===== src/rtl/wb_stage.sv =====
// RV32I writeback stage: aligns load data, selects the register-file write value,
// commits it one cycle later, and keeps retire / load-stall counters.
module wb_stage #(
  parameter int CNT_W   = 64,
  parameter int STALL_W = 32
) (
  input  logic               clk,
  input  logic               rst_n,
  input  logic               flush,
  input  logic               in_valid,
  output logic               in_ready,
  input  logic [31:0]        in_pc,
  input  logic [31:0]        in_alu,
  input  logic [31:0]        in_br,
  input  logic [31:0]        in_u_imm,
  input  logic [4:0]         in_rd,
  input  logic               in_ld_rf,
  input  logic [2:0]         in_rfmux_sel,
  input  logic [2:0]         in_funct3,
  input  logic [31:0]        dmem_rdata,
  input  logic               dmem_resp,
  output logic               rf_load,
  output logic [4:0]         rf_rd,
  output logic [31:0]        rf_wdata,
  output logic               retire_valid,
  output logic [31:0]        retire_pc,
  output logic [CNT_W-1:0]   instret,
  output logic [STALL_W-1:0] load_stalls
);

  typedef enum logic {IDLE = 1'b0, WAIT = 1'b1} state_t;

  localparam logic [2:0] SEL_LOAD = 3'd3;

  state_t      state;
  logic [31:0] pc_p0, alu_p0, br_p0, u_imm_p0;
  logic [4:0]  rd_p0;
  logic        ld_rf_p0;
  logic [2:0]  sel_p0, funct3_p0;

  function automatic logic [31:0] load_align(input logic [31:0] rdata,
                                             input logic [1:0]  a,
                                             input logic [2:0]  f3);
    logic signed [7:0]  b;
    logic signed [15:0] h;
    logic [31:0]        r;
    case (a)
      2'd0:    b = rdata[7:0];
      2'd1:    b = rdata[15:8];
      2'd2:    b = rdata[23:16];
      default: b = rdata[31:24];
    endcase
    h = a[1] ? rdata[31:16] : rdata[15:0];
    case (f3)
      3'b000:  r = 32'(b);
      3'b100:  r = {24'h0, b};
      3'b001:  r = 32'(h);
      3'b101:  r = {16'h0, h};
      default: r = rdata;
    endcase
    return r;
  endfunction

  function automatic logic [31:0] wb_select(input logic [2:0]  sel,
                                            input logic [31:0] pc,
                                            input logic [31:0] alu,
                                            input logic [31:0] br,
                                            input logic [31:0] u_imm,
                                            input logic [31:0] ld);
    case (sel)
      3'd1:    return br;
      3'd2:    return u_imm;
      3'd3:    return ld;
      3'd4:    return pc + 32'd4;
      default: return alu;
    endcase
  endfunction

  function automatic logic [STALL_W-1:0] sat_inc(input logic [STALL_W-1:0] v);
    return (&v) ? v : v + STALL_W'(1);
  endfunction

  // In WAIT the captured fields drive the datapath; in IDLE the live inputs do.
  logic        in_wait, xfer, is_load, commit, go_wait;
  logic [31:0] cur_pc, cur_alu, cur_br, cur_u_imm, ld_val_p0, wdata_p0;
  logic [4:0]  cur_rd;
  logic        cur_ld_rf;
  logic [2:0]  cur_sel, cur_funct3;

  assign in_wait    = (state == WAIT);
  assign in_ready   = ~in_wait;
  assign xfer       = in_valid & in_ready;
  assign is_load    = (in_rfmux_sel == SEL_LOAD);
  assign commit     = ~flush & ((xfer & (~is_load | dmem_resp)) | (in_wait & dmem_resp));
  assign go_wait    = ~flush & xfer & is_load & ~dmem_resp;

  assign cur_pc     = in_wait ? pc_p0     : in_pc;
  assign cur_alu    = in_wait ? alu_p0    : in_alu;
  assign cur_br     = in_wait ? br_p0     : in_br;
  assign cur_u_imm  = in_wait ? u_imm_p0  : in_u_imm;
  assign cur_rd     = in_wait ? rd_p0     : in_rd;
  assign cur_ld_rf  = in_wait ? ld_rf_p0  : in_ld_rf;
  assign cur_sel    = in_wait ? sel_p0    : in_rfmux_sel;
  assign cur_funct3 = in_wait ? funct3_p0 : in_funct3;

  assign ld_val_p0  = load_align(dmem_rdata, cur_alu[1:0], cur_funct3);
  assign wdata_p0   = wb_select(cur_sel, cur_pc, cur_alu, cur_br, cur_u_imm, ld_val_p0);

  always_ff @(posedge clk) begin
    if (go_wait) begin
      pc_p0     <= in_pc;
      alu_p0    <= in_alu;
      br_p0     <= in_br;
      u_imm_p0  <= in_u_imm;
      rd_p0     <= in_rd;
      ld_rf_p0  <= in_ld_rf;
      sel_p0    <= in_rfmux_sel;
      funct3_p0 <= in_funct3;
    end
  end

  // p0 -> p1: commit registers, FSM and counters
  always_ff @(posedge clk or negedge rst_n) begin
    if (!rst_n) begin
      state        <= IDLE;
      rf_load      <= 1'b0;
      rf_rd        <= '0;
      rf_wdata     <= '0;
      retire_valid <= 1'b0;
      retire_pc    <= '0;
      instret      <= '0;
      load_stalls  <= '0;
    end else begin
      if (in_wait && !dmem_resp)
        load_stalls <= sat_inc(load_stalls);
      if (flush)
        state <= IDLE;
      else if (go_wait)
        state <= WAIT;
      else if (in_wait && dmem_resp)
        state <= IDLE;
      rf_load      <= commit & cur_ld_rf & (cur_rd != 5'd0);
      retire_valid <= commit;
      if (commit) begin
        rf_rd     <= cur_rd;
        rf_wdata  <= wdata_p0;
        retire_pc <= cur_pc;
        instret   <= instret + CNT_W'(1);
      end
    end
  end

endmodule


===== config.mk =====
export PLATFORM = sky130hd
export DESIGN_NAME = wb_stage
export DESIGN_NICKNAME = d
export VERILOG_FILES = /design/src/rtl/wb_stage.sv
export SDC_FILE = /design/constraint.sdc
export NUM_CORES = 1
export LEC_CHECK = 0
export ABC_AREA = 1
export CAP_MARGIN = 20
export CELL_PAD_IN_SITES_DETAIL_PLACEMENT = 0
export CELL_PAD_IN_SITES_GLOBAL_PLACEMENT = 1
export CORE_ASPECT_RATIO = 2
export CORE_MARGIN = 2
export CORE_UTILIZATION = 35
export DETAILED_ROUTE_END_ITERATION = 12
export GPL_TIMING_DRIVEN = 0
export PLACE_DENSITY = 0.84
export SYNTH_ARGS = -nofsm -noshare
export SYNTH_HDL_FRONTEND = slang
export SYNTH_SLANG_ARGS = --single-unit

===== constraint.sdc =====
create_clock -name clk -period 9.4 [get_ports clk]
set_clock_uncertainty 0.15 [all_clocks]
set_input_delay 0.94 -clock clk [delete_from_list [all_inputs] [get_ports clk]]
set_output_delay 0.94 -clock clk [all_outputs]
set_load 0.005 [all_outputs]

Yosys cells after proc, flatten, opt, wreduce, memory -nomap -nowiden
Index checks and enable logic that the tools add are counted.

Bits in registers: 308. Bits in latches: 0. ROM bits: 0. Word-level logic and storage cells: 69. Output and inout bits: 168. Bits of input ports: 177. Memory bits (writable): 0. Memories kept: 0.

Bitwise gates (word level): 16. Reductions and logical operators: 9. Order comparisons: 0. Divide/modulo/power cells: 0. Multipliers: 0. Shifts and indexed selects: 0. Equal/unequal tests: 10. Mux-type cells: 15. Add/subtract/negate cells: 3.

Operators by type and width (count): 32-bit case mux with 4 select lines (2); 32-bit 2-to-1 mux (4); 64-bit by 1-bit adder with 64-bit output (second input constant) (1); 32-bit by 1-bit adder with 32-bit output (second input constant) (1); 32-bit by 3-bit adder with 32-bit output (second input constant) (1); 32-bit AND reduction (1); 8-bit case mux with 3 select lines (1); 16-bit 2-to-1 mux (1); 1-bit bitwise AND (9); 3-bit by 2-bit equality test with 1-bit output (second input constant) (3); 3-bit equality test (second input constant) (3); 3-bit by 1-bit equality test with 1-bit output (second input constant) (2); 3-bit 2-to-1 mux (2); 5-bit 2-to-1 mux (1); 1-bit inverter (5); 5-bit nonzero test (1); 1-bit 2-to-1 mux (4); 3-bit logical NOT (1); 3-bit nonzero test (1); 2-bit by 1-bit equality test with 1-bit output (second input constant) (1); 2-bit equality test (second input constant) (1); 1-bit logical AND (2); 2-bit logical NOT (1); 1-bit bitwise OR (2); 2 further kinds (2).

Logic depth before layout (Yosys ltp)
Gate-level depths: netlist of the first run.

Word-level depth: 8. Depth in mapped cells: 17. Mapped depth without buffers: 15.

Worst setup path after synthesis of the first run
Ideal clock, no wire load.

Path kind: flip-flop to flip-flop. Start point: register state (netlist: in_wait). End point: register alu_p0[0] (enable). Data arrival time: 7.184 ns. Clock period less this slack: 7.975 ns. Path buffers: 6. Stages on the path, launching flop included: 10. Setup slack: 1.425 ns. Setup time: 0.641 ns. Required time: 8.609 ns. Cells stage by stage: dfrtp_1 > buf_6 > inv_6 > buf_8 > buf_12 > buf_6 > buf_2 > buf_2 > nand3b_1 > nor2_1.

Longest elaborated chain between the ends: 5.

Ends and longest elaborated chain: start: declaration (line 35) `state_t state;`; start signal: assignment (line 125) `state <= IDLE;`; start signal: assignment (line 137) `state <= IDLE;`; start signal: assignment (line 139) `state <= WAIT;`; 1-bit inverter (line 91) `assign in_ready = ~in_wait;`; net in_ready (line 11) `output logic in_ready,`; 1-bit bitwise AND (line 92) `assign xfer = in_valid & in_ready;`; 1-bit bitwise AND (3 in series) (line 95) `assign go_wait = ~flush & xfer & is_load & ~dmem_resp;`; net go_wait (line 84) `logic in_wait, xfer, is_load, commit, go_wait;`; end signal: assignment (line 112) `alu_p0 <= in_alu;`; end: declaration (line 36) `logic [31:0] pc_p0, alu_p0, br_p0, u_imm_p0;`.

The timed path passes the listed nets, and every way through them passes these cells. A chain may end at the register's enable or synchronous reset.

Worst setup path in the final report of the first run
Start point: register state (netlist: in_wait). End point: output port in_ready.

Longest elaborated chain between the ends: 1.

Ends and longest elaborated chain (line): 1-bit inverter (91); end: declaration (11).

No other way between the ends.

==> impl_table.tex, run 1 <==
\begin{tabular}{lr}
\hline
Metric & Value \\
\hline
\multicolumn{2}{l}{\textbf{CTS}} \\
\quad Hold-fix buffers at CTS & 0 \\
\quad Setup Fix Bufs, Post-CTS & 0 \\
\quad CTS buffer count & 29 \\
\quad Clock tree root buffer cell & sky130\_fd\_sc\_hd\_\_clkbuf\_16 \\
\quad Largest buffer count on any clock path & 3 \\
\quad Clock latency of the later-clocked register in the worst-skew pair & 590 ps \\
\quad Number of gates given a new drive strength after cts & 0 \\
\quad Number of H-tree levels & 1 \\
\quad Total number of clock tree sinks & 308 \\
\quad TritonCTS clock tree & yes \\
\quad Clock edge transition at the registers on the reported setup and hold paths & 70 ps \\
\multicolumn{2}{l}{\textbf{Yosys}} \\
\quad Synthesis-stage register bit count & 308 \\
\quad Largest family of logic cells by synthesized area & simple AND/OR/NAND/NOR gates \\
\quad Share of the yosys chip area belonging to registers & 0.475 \\
\quad Synthesized-area fraction occupied by ao, oa, aoi and oai cells & 0.0733 \\
\quad Fraction of synthesis flops using an asynchronous set or reset pin & 0.545 \\
\quad Adder-cell share of the synthesized area & 0.00212 \\
\quad Number of distinct standard cells referenced by the synthesized netlist & 43 \\
\quad Share of the synthesized netlist area taken by xor and xnor gates & 0.0431 \\
\quad Number of enable-type register cells in the synthesized netlist & 140 \\
\quad Leading cell type by number of instances after synthesis & sky130\_fd\_sc\_hd\_\_nand2\_1 \\
\quad Area contributors post-synth & sky130\_fd\_sc\_hd\_\_dfrtp\_1, sky130\_fd\_sc\_hd\_\_edfxtp\_1, sky130\_fd\_sc\_hd\_\_nand2\_1 \\
\quad Mean post-synth cell area & 7.57 um2 \\
\quad Synthesized area & 17,700 um2 \\
\quad Most common library cells after synthesis & sky130\_fd\_sc\_hd\_\_nand2\_1, sky130\_fd\_sc\_hd\_\_nor2\_1, sky130\_fd\_sc\_hd\_\_inv\_1, sky130\_fd\_sc\_hd\_\_dfrtp\_1, sky130\_fd\_sc\_hd\_\_edfxtp\_1 \\
\quad Synth Area in Simple Gates & 0.327 \\
\quad Synth warnings & 0 \\
\quad Cell type with the largest total area after synthesis & sky130\_fd\_sc\_hd\_\_dfrtp\_1 \\
\quad Leading register cell type out of synthesis & sky130\_fd\_sc\_hd\_\_dfrtp\_1 \\
\quad Number of nets produced by synthesis & 2,518 \\
\quad Mux share of post-synthesis cell area & 0.00453 \\
\quad Proportion of netlist area held by the largest area contributor & 0.238 \\
\quad Gate count after technology mapping & 2,338 \\
\multicolumn{2}{l}{\textbf{Worst hold path}} \\
\quad Class of the tightest hold or removal check & in -> async \\
\multicolumn{2}{l}{\textbf{Floorplanning}} \\
\quad Die height & 322 um \\
\quad Die extent in x & 163 um \\
\quad Ports placed on the boundary & 345 \\
\quad Floorplan die area & 52,500 um2 \\
\quad Core area & 49,900 um2 \\
\quad Number of placement rows & 116 \\
\quad Initial Utilization & 0.354 \\
\multicolumn{2}{l}{\textbf{Setup path}} \\
\quad Worst setup SP type & flip-flop \\
\quad Startpoint of the worst register-to-register path & in\_wait \\
\quad Source of the critical timing path & in\_wait \\
\quad Buffer and inverter count on the worst path & 8 \\
\quad Worst endpoint required time & 8310 ps \\
\quad Slowest stage delay, CP & 600 ps \\
\quad Maximum fanout along the worst path & 10 \\
\quad Cell class contributing the biggest share of worst-path delay & buffers and inverters \\
\quad Arrival time of the worst setup path & 3010 ps \\
\quad List of cells traversed by the critical path & buf\_6, inv\_6, buf\_8, buf\_12, buf\_6, buf\_2, buf\_2, clkdlybuf4s50\_1 \\
\quad Reg-to-reg setup timing slack & 5660 ps \\
\quad Master of the slowest instance on the critical path & sky130\_fd\_sc\_hd\_\_clkdlybuf4s50\_1 \\
\quad Critical setup path kind & reg -> out \\
\quad Kind of end point of the critical path & output port \\
\multicolumn{2}{l}{\textbf{Detailed routing}} \\
\quad Pre-Repair DR Iteration Count & 5 \\
\quad Number of nets with antenna violations after detailed routing & 0 \\
\quad Vias & 17,594 \\
\quad Detailed-route wire length per cell & 24.1 um \\
\quad DRC & 0 \\
\quad Final routed wirelength across all metal layers & 81,800 um \\
\quad Avg Vias per Cell & 5.19 \\
\quad Drt initial violations & 1,248 \\
\multicolumn{2}{l}{\textbf{Global route}} \\
\quad Grt peak-use layer & met2 \\
\quad Tot GR Track Use & 0.309 \\
\quad Maximum number of pins on one net before global-route repair & 106 \\
\quad Initial antenna violation count & 4 \\
\quad Met3 demand-to-capacity share in global routing & 0.0413 \\
\quad Wire length of the first global-routing pass & 117,000 um \\
\quad Met1 Use GR & 0.290 \\
\quad Vias in the first global route & 17,794 \\
\quad Met2 routing resource usage after global routing & 0.594 \\
\quad Overflow left after global routing & 0 \\
\multicolumn{2}{l}{\textbf{Placement}} \\
\quad Post-place setup slack & 5350 ps \\
\quad Routability congestion estimate from global placement & 1.02 \\
\quad I/O Buffers & 344 \\
\quad Area after DPL & 22,100 um2 \\
\quad Post-detailed-placement half-perimeter wirelength & 67,100 um \\
\multicolumn{2}{l}{\textbf{Cells and area}} \\
\quad Area grow syn2layout & 30.5\% \\
\quad Final core occ & 0.463 \\
\quad Share of final-layout standard cells stronger than drive strength 1 & 0.0690 \\
\quad Net count, final & 2,898 \\
\quad Finished layout cell area & 23,100 um2 \\
\multicolumn{2}{l}{\textbf{Timing}} \\
\quad Slew Limit Headroom & 0.366 \\
\quad Highest clock rate & 244 MHz \\
\quad Count of final hold-check violations & 0 \\
\quad Pin slew with the least headroom to its limit & 950 ps \\
\quad Unrepaired setup endpoints after global routing & no \\
\quad Shortest period the worst path allows & 4100 ps \\
\quad Worst-case setup margin in the final layout & 5300 ps \\
\quad Final critical-path share of the clock period & 0.436 \\
\quad Number of setup violations in the final report & 0 \\
\quad Slew Limit Fails & 0 \\
\multicolumn{2}{l}{\textbf{Pwr}} \\
\quad Max rail drop VDD & 165 uV \\
\quad Power density relative to cell area & 157 nW/um2 \\
\quad Leak & 0.00994 uW \\
\multicolumn{2}{l}{\textbf{Flow run}} \\
\quad Number of max-cap violations & 0 \\
\multicolumn{2}{l}{\textbf{Outcome}} \\
\quad Result of the run & finished clean \\
\hline
\end{tabular}
==> logic make-up (layout without fill, tap and decap cells) <==
family	after synthesis	count (layout)
xor+xnor	87	87
mux	8	8
buf+inv	301	704
compound gates	249	249
other cells	0	3
flops	308	308
simple gates	1382	1382
fa+ha+maj	3	3
==> sequential cells by signal (all words and copies together), names as in the netlist, 5 cells and up <==
signal,cells
alu_p0,32
u_imm_p0,32
rf_wdata,32
instret,64
br_p0,32
pc_p0,32
load_stalls,32
retire_pc,32
rf_rd,5
rd_p0,5
==> per-stage QoR <==
stage	hold slack [ps]	TNS [ps]	cells	total power, uW
after CTS	159	0	3390	3650
after floorplan	322	0	2338	1890
after global routing	186	0	3392	3770
after global placement	319	-354560	3331	2360
final	149	0	3393	3630
after detailed placement	316	0	3336	2370
==> routing by layer <==
| layer | up-vias | share of wire |
|---|---|---|
| met5 | - | 0.00016 |
| met4 | 2 | 0.090 |
| met3 | 226 | 0.052 |
| met2 | 744 | 0.54 |
| met1 | 8345 | 0.32 |
| li1 | 8277 | - |
==> cell type report <==
class / count / area [um2]
Clock inverter: 23 / 272
Inverter: 213 / 805
Fill cell: 5046 / 26800
Timing Repair Buffer: 349 / 3560
Tap cell: 649 / 812
Sequential cell: 308 / 8410
Antenna cell: 3 / 7.51
Clock buffer: 31 / 743
Buffer: 88 / 528
Multi-Input combinational cell: 1729 / 7960
==> where the power goes <==
group	internal [uW]	switching [uW]
Sequential	1500	98.0
Combinational	337	403
Clock	715	573
Total	2560	1070
==> path summary, 6_finish.rpt <==
check                                 to  cells past startpoint
setup / recovery                in_ready                      8
hold / removal             retire_pc[19]                      1
setup reg to reg              alu_p0[18]                     11
hold reg to reg              rf_wdata[7]                      2
max in group asynchronous    rf_wdata[8]                      2
min in group clk             rf_wdata[7]                      2
==> placed cells by master (no fill, tap or decap), types with 5 or more instances in the layout <==
cell type,Yosys,final
sky130_fd_sc_hd__nand2_1,858,858
sky130_fd_sc_hd__clkdlybuf4s50_1,0,343
sky130_fd_sc_hd__nor2_1,225,224
sky130_fd_sc_hd__inv_1,205,205
sky130_fd_sc_hd__dfrtp_1,168,168
sky130_fd_sc_hd__edfxtp_1,140,140
sky130_fd_sc_hd__o21ai_0,128,128
sky130_fd_sc_hd__nand3_1,117,117
sky130_fd_sc_hd__a21oi_1,91,91
sky130_fd_sc_hd__nor3_1,79,79
sky130_fd_sc_hd__xor2_1,68,68
sky130_fd_sc_hd__buf_2,48,48
sky130_fd_sc_hd__nand4_1,29,29
sky130_fd_sc_hd__clkbuf_16,0,29
sky130_fd_sc_hd__nand2_2,22,22
sky130_fd_sc_hd__clkbuf_1,21,22
sky130_fd_sc_hd__xnor2_1,19,19
sky130_fd_sc_hd__o21ai_1,10,10
sky130_fd_sc_hd__nor2_2,10,10
sky130_fd_sc_hd__nor2_4,8,9
sky130_fd_sc_hd__buf_6,8,8
sky130_fd_sc_hd__mux2i_1,8,8
sky130_fd_sc_hd__o211ai_1,8,8
sky130_fd_sc_hd__nand3b_1,7,7
sky130_fd_sc_hd__inv_2,7,7
sky130_fd_sc_hd__buf_12,2,6
sky130_fd_sc_hd__buf_4,6,6
sky130_fd_sc_hd__or2_2,6,6
sky130_fd_sc_hd__clkinvlp_4,0,6
sky130_fd_sc_hd__a31oi_1,5,5
sky130_fd_sc_hd__nor4_1,5,5
sky130_fd_sc_hd__bufinv_16,0,5
sky130_fd_sc_hd__clkinv_2,0,5
No activity file was read; power rests on OpenSTA's default activity.
==> run 2, diff against run 1 <==
--- a/config.mk
+++ b/config.mk
@@ -14,7 +14,7 @@
 export CORE_UTILIZATION = 35
 export DETAILED_ROUTE_END_ITERATION = 12
 export GPL_TIMING_DRIVEN = 0
-export PLACE_DENSITY = 0.84
+export PLACE_DENSITY = 0.87
 export SYNTH_ARGS = -nofsm -noshare
 export SYNTH_HDL_FRONTEND = slang
 export SYNTH_SLANG_ARGS = --single-unit
==> constraint.sdc (replaced) <==
create_clock -name clk -period 3.3 [get_ports clk]
set_clock_uncertainty 0.15 [all_clocks]
set_input_delay 0.33 -clock clk [delete_from_list [all_inputs] [get_ports clk]]
set_output_delay 0.33 -clock clk [all_outputs]
set_load 0.005 [all_outputs]
==> run 2 against run 1 <==
Sequential power rose to 2.8 times the previous value. Combinational power rose to 2.9 times the previous value. Register-to-register slack got worse by 5400 ps. Utilization barely moved. Worst setup slack got worse by 5100 ps. Global-route usage rose by 0.14 points. Critical endpoint is now rf_wdata[19]. Largest cell class unchanged.
==> impl_table.tex, run 2 (synthesized netlist as in run 1, its figures left out) <==
\begin{tabular}{lr}
\hline
Metric & Value \\
\hline
\multicolumn{2}{l}{\textbf{Timing}} \\
\quad Shortest period the worst path allows & 3080 ps \\
\quad Slew Limit Headroom & 0.408 (+0.0413) \\
\quad Highest clock rate & 325 MHz \\
\quad Slew Limit Fails & 0 (unchanged) \\
\quad Pin slew with the least headroom to its limit & 883 ps (-67.8 ps) \\
\quad Worst-case setup margin in the final layout & 223 ps (-5080 ps) \\
\quad Number of setup violations in the final report & 0 (unchanged) \\
\quad Final critical-path share of the clock period & 0.932 \\
\quad Count of final hold-check violations & 0 (unchanged) \\
\quad Setup Total Neg Slack & 0 ps (unchanged) \\
\quad Unrepaired setup endpoints after global routing & no \\
\multicolumn{2}{l}{\textbf{Cells and area}} \\
\quad Most common cell after layout, fill and taps aside & sky130\_fd\_sc\_hd\_\_nand2\_1 \\
\quad Finished layout cell area & 23,100 um2 (about the same) \\
\quad Largest register by flop count & instret \\
\quad Share of final-layout standard cells stronger than drive strength 1 & 0.0666 (-0.00231) \\
\quad Net count, final & 2,902 (+0.14\%) \\
\quad Number of flip-flops in the largest register & 64 (unchanged) \\
\quad Highest-count cells in the layout ignoring fill and taps & sky130\_fd\_sc\_hd\_\_nand2\_1, sky130\_fd\_sc\_hd\_\_clkdlybuf4s50\_1, sky130\_fd\_sc\_hd\_\_nor2\_1 \\
\quad Area grow syn2layout & 30.4\% (about the same) \\
\multicolumn{2}{l}{\textbf{Global route}} \\
\quad Vias in the first global route & 17,813 (+0.11\%) \\
\quad Tot GR Track Use & 0.310 (+0.00139) \\
\quad Initial antenna violation count & 6 (+2) \\
\quad Maximum number of pins on one net before global-route repair & 88 (-17\%) \\
\quad Overflow left after global routing & 0 (unchanged) \\
\quad Wire length of the first global-routing pass & 117,000 um (-0.12\%) \\
\multicolumn{2}{l}{\textbf{Pwr}} \\
\quad Max rail drop VDD & 497 uV (+200\%) \\
\quad Leak & 0.00995 uW (about the same) \\
\quad Power density relative to cell area & 442 nW/um2 (+180\%) \\
\multicolumn{2}{l}{\textbf{Placement}} \\
\quad I/O Buffers & 344 (unchanged) \\
\quad Post-detailed-placement half-perimeter wirelength & 67,500 um (+0.57\%) \\
\quad Post-place setup slack & -248 ps (-5600 ps) \\
\quad Area after DPL & 22,100 um2 (about the same) \\
\quad Routability congestion estimate from global placement & 0.994 (-2.8\%) \\
\multicolumn{2}{l}{\textbf{Setup path}} \\
\quad Most common cell type on the critical path & sky130\_fd\_sc\_hd\_\_nand2\_1 \\
\quad Cell class contributing the biggest share of worst-path delay & simple AND/OR/NAND/NOR gates \\
\quad Maximum fanout along the worst path & 10 (unchanged) \\
\quad Master of the slowest instance on the critical path & sky130\_fd\_sc\_hd\_\_nor2\_1 \\
\quad Kind of end point of the critical path & flip-flop \\
\quad Slowest stage delay, CP & 540 ps (-60 ps) \\
\quad Arrival time of the worst setup path & 3480 ps (+470 ps) \\
\quad Worst endpoint required time & 3700 ps (-4610 ps) \\
\quad List of cells traversed by the critical path & buf\_6, inv\_6, buf\_8, buf\_12, nand2\_1, nand2\_1, nand2\_1, nor2\_1, nand4\_1, nand2\_1, nand3\_1, nand3\_1, nand2\_1, nand2\_1 \\
\quad Worst setup SP type & flip-flop \\
\quad Critical setup path kind & reg -> reg \\
\quad Buffer and inverter count on the worst path & 4 (-4) \\
\multicolumn{2}{l}{\textbf{CTS}} \\
\quad TritonCTS clock tree & yes \\
\quad Clock tree root buffer cell & sky130\_fd\_sc\_hd\_\_clkbuf\_16 \\
\quad CTS buffer count & 31 (+6.9\%) \\
\quad Number of H-tree levels & 1 (unchanged) \\
\quad Clock edge transition at the registers on the reported setup and hold paths & 70 ps (about the same) \\
\quad Total number of clock tree sinks & 308 (unchanged) \\
\quad Largest buffer count on any clock path & 3 (unchanged) \\
\quad Clock latency of the later-clocked register in the worst-skew pair & 620 ps (+30 ps) \\
\multicolumn{2}{l}{\textbf{Detailed routing}} \\
\quad Number of nets with antenna violations after detailed routing & 0 (unchanged) \\
\quad DRC & 0 (unchanged) \\
\quad Pre-Repair DR Iteration Count & 7 (+2) \\
\quad Avg Vias per Cell & 5.18 (about the same) \\
\quad Final routed wirelength across all metal layers & 82,000 um (+0.32\%) \\
\quad Drt initial violations & 1,360 (+9.0\%) \\
\quad Vias & 17,623 (+0.16\%) \\
\quad Detailed-route wire length per cell & 24.1 um (+0.11\%) \\
\multicolumn{2}{l}{\textbf{Floorplanning}} \\
\quad Floorplan die area & 52,500 um2 (unchanged) \\
\quad Initial Utilization & 0.354 (unchanged) \\
\quad Ports placed on the boundary & 345 (unchanged) \\
\quad Number of placement rows & 116 (unchanged) \\
\quad Die height & 322 um (unchanged) \\
\quad Die extent in x & 163 um (unchanged) \\
\quad Core area & 49,900 um2 (unchanged) \\
\multicolumn{2}{l}{\textbf{Worst hold path}} \\
\quad Class of the tightest hold or removal check & in -> async \\
\multicolumn{2}{l}{\textbf{Outcome}} \\
\quad Result of the run & finished clean \\
\multicolumn{2}{l}{\textbf{Flow run}} \\
\quad Number of max-cap violations & 0 (unchanged) \\
\hline
\end{tabular}
## run 2: metrics by stage
| stage | util | power (uW) | cells | hold slack [ps] |
|---|---|---|---|---|
| floorplan | - | 5370 | 2338 | -116 |
| global route | 0.462 | 10600 | 3399 | 146 |
| CTS | 0.462 | 10200 | 3395 | 127 |
| finish | 0.462 | 10200 | 3400 | 114 |
| detailed placement | 0.442 | 6750 | 3336 | 203 |
| global placement | 0.440 | 6730 | 3331 | 317 |
## run 2: worst register-to-register path: cells and delay by family (launching register included)
family / cells / cell delay [ps]
buffers and inverters: 4 / 510
flip-flops: 1 / 380
AND/OR/NAND/NOR: 10 / 1990
## run 2: what timing repair did
action	in CTS	in global routing
setup buffers	1	0
cloned	0	0
gates resized for setup	0	1
endpoints found under the hold margin	81	0
hold buffers	1	0
pin swaps	1	0
endpoints found under the setup margin	34	1
## run 2: worst paths after layout
check	start	cells after the start	slack [ps]	to
setup / recovery	in_wait	14	220	rf_wdata[19]
hold / removal	rst_n	2	110	load_stalls[28]
setup reg to reg	in_wait	14	220	rf_wdata[19]
hold reg to reg	rf_wdata[11]	2	340	rf_wdata[11]
max in group asynchronous	rst_n	3	1890	instret[63]
min in group clk	in_u_imm[6]	1	150	u_imm_p0[6]
## run 2: per-layer routing
metal	vias to the layer above	track usage	wire, um
met4	4	0.251	7800
met3	259	0.0379	4270
met2	793	0.591	43800
met5	-	0	28
met1	8270	0.291	26200
li1	8297	-	-
## run 2: layout make-up
type | instances | area [um2]
sequential | 308 | 8410
multi-input combinational | 1729 | 7970
timing repair buffer | 351 | 3570
buffer | 88 | 544
fill | 5063 | 26800
tap | 649 | 812
antenna | 5 | 12.5
clock buffer | 46 | 862
clock inverter | 11 | 96.3
inverter | 213 | 805
## run 2: power by group
part	internal (uW)	total (uW)	switching [uW]
Sequential	4290	4560	276
Clock	1880	3510	1620
Combinational	961	2120	1160
==> run 3, diff against run 2 <==
--- a/config.mk
+++ b/config.mk
@@ -12,9 +12,11 @@
 export CORE_ASPECT_RATIO = 2
 export CORE_MARGIN = 2
 export CORE_UTILIZATION = 35
+export CTS_CLUSTER_DIAMETER = 100
 export DETAILED_ROUTE_END_ITERATION = 12
 export GPL_TIMING_DRIVEN = 0
 export PLACE_DENSITY = 0.87
+export SLEW_MARGIN = 40
 export SYNTH_ARGS = -nofsm -noshare
 export SYNTH_HDL_FRONTEND = slang
 export SYNTH_SLANG_ARGS = --single-unit
==> run 3 against run 2 <==
Via count grew 0.30%. Utilization grew 0.26 points. Register-to-register slack lost 50 ps. Non-clock buffer count grew 3. Cell count is essentially flat. Die area is the same. Clock power grew 2%. Largest cell class unchanged. Largest power group unchanged.
==> impl_table.tex, run 3 (synthesized netlist as in run 1, its figures left out) <==
\begin{tabular}{lr}
\hline
Metric & Value \\
\hline
\multicolumn{2}{l}{\textbf{Setup path}} \\
\quad Worst endpoint required time & 3660 ps (-40 ps) \\
\quad Maximum fanout along the worst path & 10 (unchanged) \\
\quad Reg-to-reg setup timing slack & 180 ps (-50 ps) \\
\quad Critical setup path kind & reg -> reg \\
\quad Worst setup SP type & flip-flop \\
\quad Kind of end point of the critical path & flip-flop \\
\quad Arrival time of the worst setup path & 3490 ps (about the same) \\
\multicolumn{2}{l}{\textbf{CTS}} \\
\quad Total number of clock tree sinks & 308 (unchanged) \\
\quad Clock tree root buffer cell & sky130\_fd\_sc\_hd\_\_clkbuf\_16 \\
\quad Number of H-tree levels & 1 (unchanged) \\
\quad TritonCTS clock tree & yes \\
\quad Largest buffer count on any clock path & 3 (unchanged) \\
\quad Clock edge transition at the registers on the reported setup and hold paths & 60 ps (about the same) \\
\quad Clock latency of the later-clocked register in the worst-skew pair & 620 ps (about the same) \\
\quad CTS buffer count & 31 (unchanged) \\
\multicolumn{2}{l}{\textbf{Floorplanning}} \\
\quad Ports placed on the boundary & 345 (unchanged) \\
\quad Core area & 49,900 um2 (unchanged) \\
\quad Die height & 322 um (unchanged) \\
\quad Die extent in x & 163 um (unchanged) \\
\quad Number of placement rows & 116 (unchanged) \\
\quad Floorplan die area & 52,500 um2 (unchanged) \\
\quad Initial Utilization & 0.354 (unchanged) \\
\multicolumn{2}{l}{\textbf{Cells and area}} \\
\quad Net count, final & 2,905 (+0.10\%) \\
\quad Share of final-layout standard cells stronger than drive strength 1 & 0.0684 (+0.00172) \\
\quad Area grow syn2layout & 31.2\% \\
\quad Largest register by flop count & instret \\
\quad Number of flip-flops in the largest register & 64 (unchanged) \\
\quad Final core occ & 0.465 (+0.00261) \\
\quad Non-filler cells, final & 3,403 (+0.088\%) \\
\quad Most common cell after layout, fill and taps aside & sky130\_fd\_sc\_hd\_\_nand2\_1 \\
\quad Highest-count cells in the layout ignoring fill and taps & sky130\_fd\_sc\_hd\_\_nand2\_1, sky130\_fd\_sc\_hd\_\_clkdlybuf4s50\_1, sky130\_fd\_sc\_hd\_\_nor2\_1 \\
\multicolumn{2}{l}{\textbf{Placement}} \\
\quad Post-Place Cells & 3,341 (+0.15\%) \\
\quad I/O Buffers & 344 (unchanged) \\
\quad Routability congestion estimate from global placement & 0.994 (unchanged) \\
\quad Post-place setup slack & -229 ps (+18.4 ps) \\
\quad Post-detailed-placement half-perimeter wirelength & 67,600 um (+0.16\%) \\
\multicolumn{2}{l}{\textbf{Timing}} \\
\quad Highest clock rate & 320 MHz (-1.5\%) \\
\quad Worst-case setup margin in the final layout & 175 ps (-47.9 ps) \\
\quad Pin slew with the least headroom to its limit & 895 ps (+12.2 ps) \\
\quad Final critical-path share of the clock period & 0.947 (+0.0145) \\
\quad Slew Limit Headroom & 0.399 (-0.00876) \\
\quad Count of final hold-check violations & 0 (unchanged) \\
\quad Shortest period the worst path allows & 3120 ps (+47.9 ps) \\
\quad Unrepaired setup endpoints after global routing & no \\
\quad Number of setup violations in the final report & 0 (unchanged) \\
\quad Slew Limit Fails & 0 (unchanged) \\
\multicolumn{2}{l}{\textbf{Global route}} \\
\quad Tot GR Track Use & 0.310 (about the same) \\
\quad Initial antenna violation count & 5 (-1) \\
\quad Wire length of the first global-routing pass & 117,000 um (+0.35\%) \\
\quad Vias in the first global route & 17,890 (+0.43\%) \\
\quad Maximum number of pins on one net before global-route repair & 71 (-19\%) \\
\quad Overflow left after global routing & 0 (unchanged) \\
\multicolumn{2}{l}{\textbf{Detailed routing}} \\
\quad Pre-Repair DR Iteration Count & 5 (-2) \\
\quad Vias & 17,676 (+0.30\%) \\
\quad Detailed-route wire length per cell & 24.1 um (-0.20\%) \\
\quad Drt initial violations & 1,307 (-3.9\%) \\
\quad Number of nets with antenna violations after detailed routing & 0 (unchanged) \\
\quad Metal-1 WL & 26,300 um (+0.32\%) \\
\quad Total met2 wirelength after detailed routing & 44,500 um (+1.7\%) \\
\quad Highest routed layer & met5 \\
\quad Avg Vias per Cell & 5.19 (+0.21\%) \\
\quad Final routed wirelength across all metal layers & 81,900 um (-0.11\%) \\
\quad DRC & 0 (unchanged) \\
\quad Met3 routed wirelength & 4190 um (-1.7\%) \\
\multicolumn{2}{l}{\textbf{Flow run}} \\
\quad Number of max-cap violations & 0 (unchanged) \\
\multicolumn{2}{l}{\textbf{Pwr}} \\
\quad Leak & 0.0100 uW (+0.65\%) \\
\quad Power density relative to cell area & 442 nW/um2 (+0.10\%) \\
\quad Max rail drop VDD & 423 uV (-15\%) \\
\multicolumn{2}{l}{\textbf{Worst hold path}} \\
\quad Class of the tightest hold or removal check & in -> async \\
\multicolumn{2}{l}{\textbf{Outcome}} \\
\quad Result of the run & finished clean \\
\hline
\end{tabular}
## run 3: cell types whose count changed in the layout (fill, tap and decap cells not counted), moves of 2 or more
cell	delta
sky130_fd_sc_hd__buf_16	+6
sky130_fd_sc_hd__buf_12	-4
sky130_fd_sc_hd__clkbuf_1	-3
sky130_fd_sc_hd__clkinv_1	+2
sky130_fd_sc_hd__clkinv_2	+2
## run 3: path summary, 6_finish.rpt
kind,start,endpoint,depth (start not counted)
max in group asynchronous,rst_n,instret[39],3
min,rst_n,load_stalls[28],2
min in group clk,in_br[3],br_p0[3],1
min reg2reg,rf_wdata[11],rf_wdata[11],2
max reg2reg,in_wait,rf_wdata[19],11
max,in_wait,rf_wdata[19],11
## run 3: critical path, stage by stage, from the launching register on
cell and delay, ps:
sky130_fd_sc_hd__dfrtp_1 380, sky130_fd_sc_hd__buf_6 150, sky130_fd_sc_hd__inv_6 60, sky130_fd_sc_hd__buf_8 160
sky130_fd_sc_hd__buf_12 140, sky130_fd_sc_hd__nand3_2 100, sky130_fd_sc_hd__a21oi_4 480, sky130_fd_sc_hd__inv_1 390
sky130_fd_sc_hd__buf_2 370, sky130_fd_sc_hd__clkbuf_1 390, sky130_fd_sc_hd__nand2_1 180, sky130_fd_sc_hd__nand2_1 60
## run 3: power breakdown
| part | internal [uW] | total, uW | switching, uW | leakage [uW] |
|---|---|---|---|---|
| registers | 4290 | 4560 | 276 | 0.00337 |
| logic | 966 | 2130 | 1160 | 0.00615 |
| clock network | 1960 | 3570 | 1610 | 0.000486 |
| total | 7210 | 10300 | 3050 | 0.0100 |
## run 3: cell type report
type,count,area (um2)
well taps,649,812
diodes,4,10.0
flip-flops and latches,308,8410
fillers,5016,26700
clock inverters,15,141
plain buffers,88,544
multi-input cells,1729,7970
clock buffers,43,851
repair buffers,354,3670
inverters,213,805
## run 3: repair_timing
| item | in CTS | in global routing |
|---|---|---|
| hold buffers | 1 | 0 |
| setup endpoints to repair | 15 | 15 |
| setup buffers | 1 | 0 |
| pin swaps | 1 | 0 |
| hold endpoints to repair | 168 | 0 |
| gates resized for setup | 0 | 0 |
## run 3: routing by layer
metal,up-vias,track usage
li1,8298,-
met1,8405,0.292
met2,739,0.599
met3,232,0.0398
met4,2,0.226
met5,-,0
## run 3: stage by stage
stage	instance area [um2]	power [uW]	hold slack, ps	TNS (ps)
after floorplan	17700	5370	-116	-91800
after global placement	22000	6730	317	-1248100
after detailed placement	22200	6760	70.8	-2640
after CTS	23200	10300	29.1	0
after global routing	23200	10700	57.0	0
final	23200	10300	27.0	0
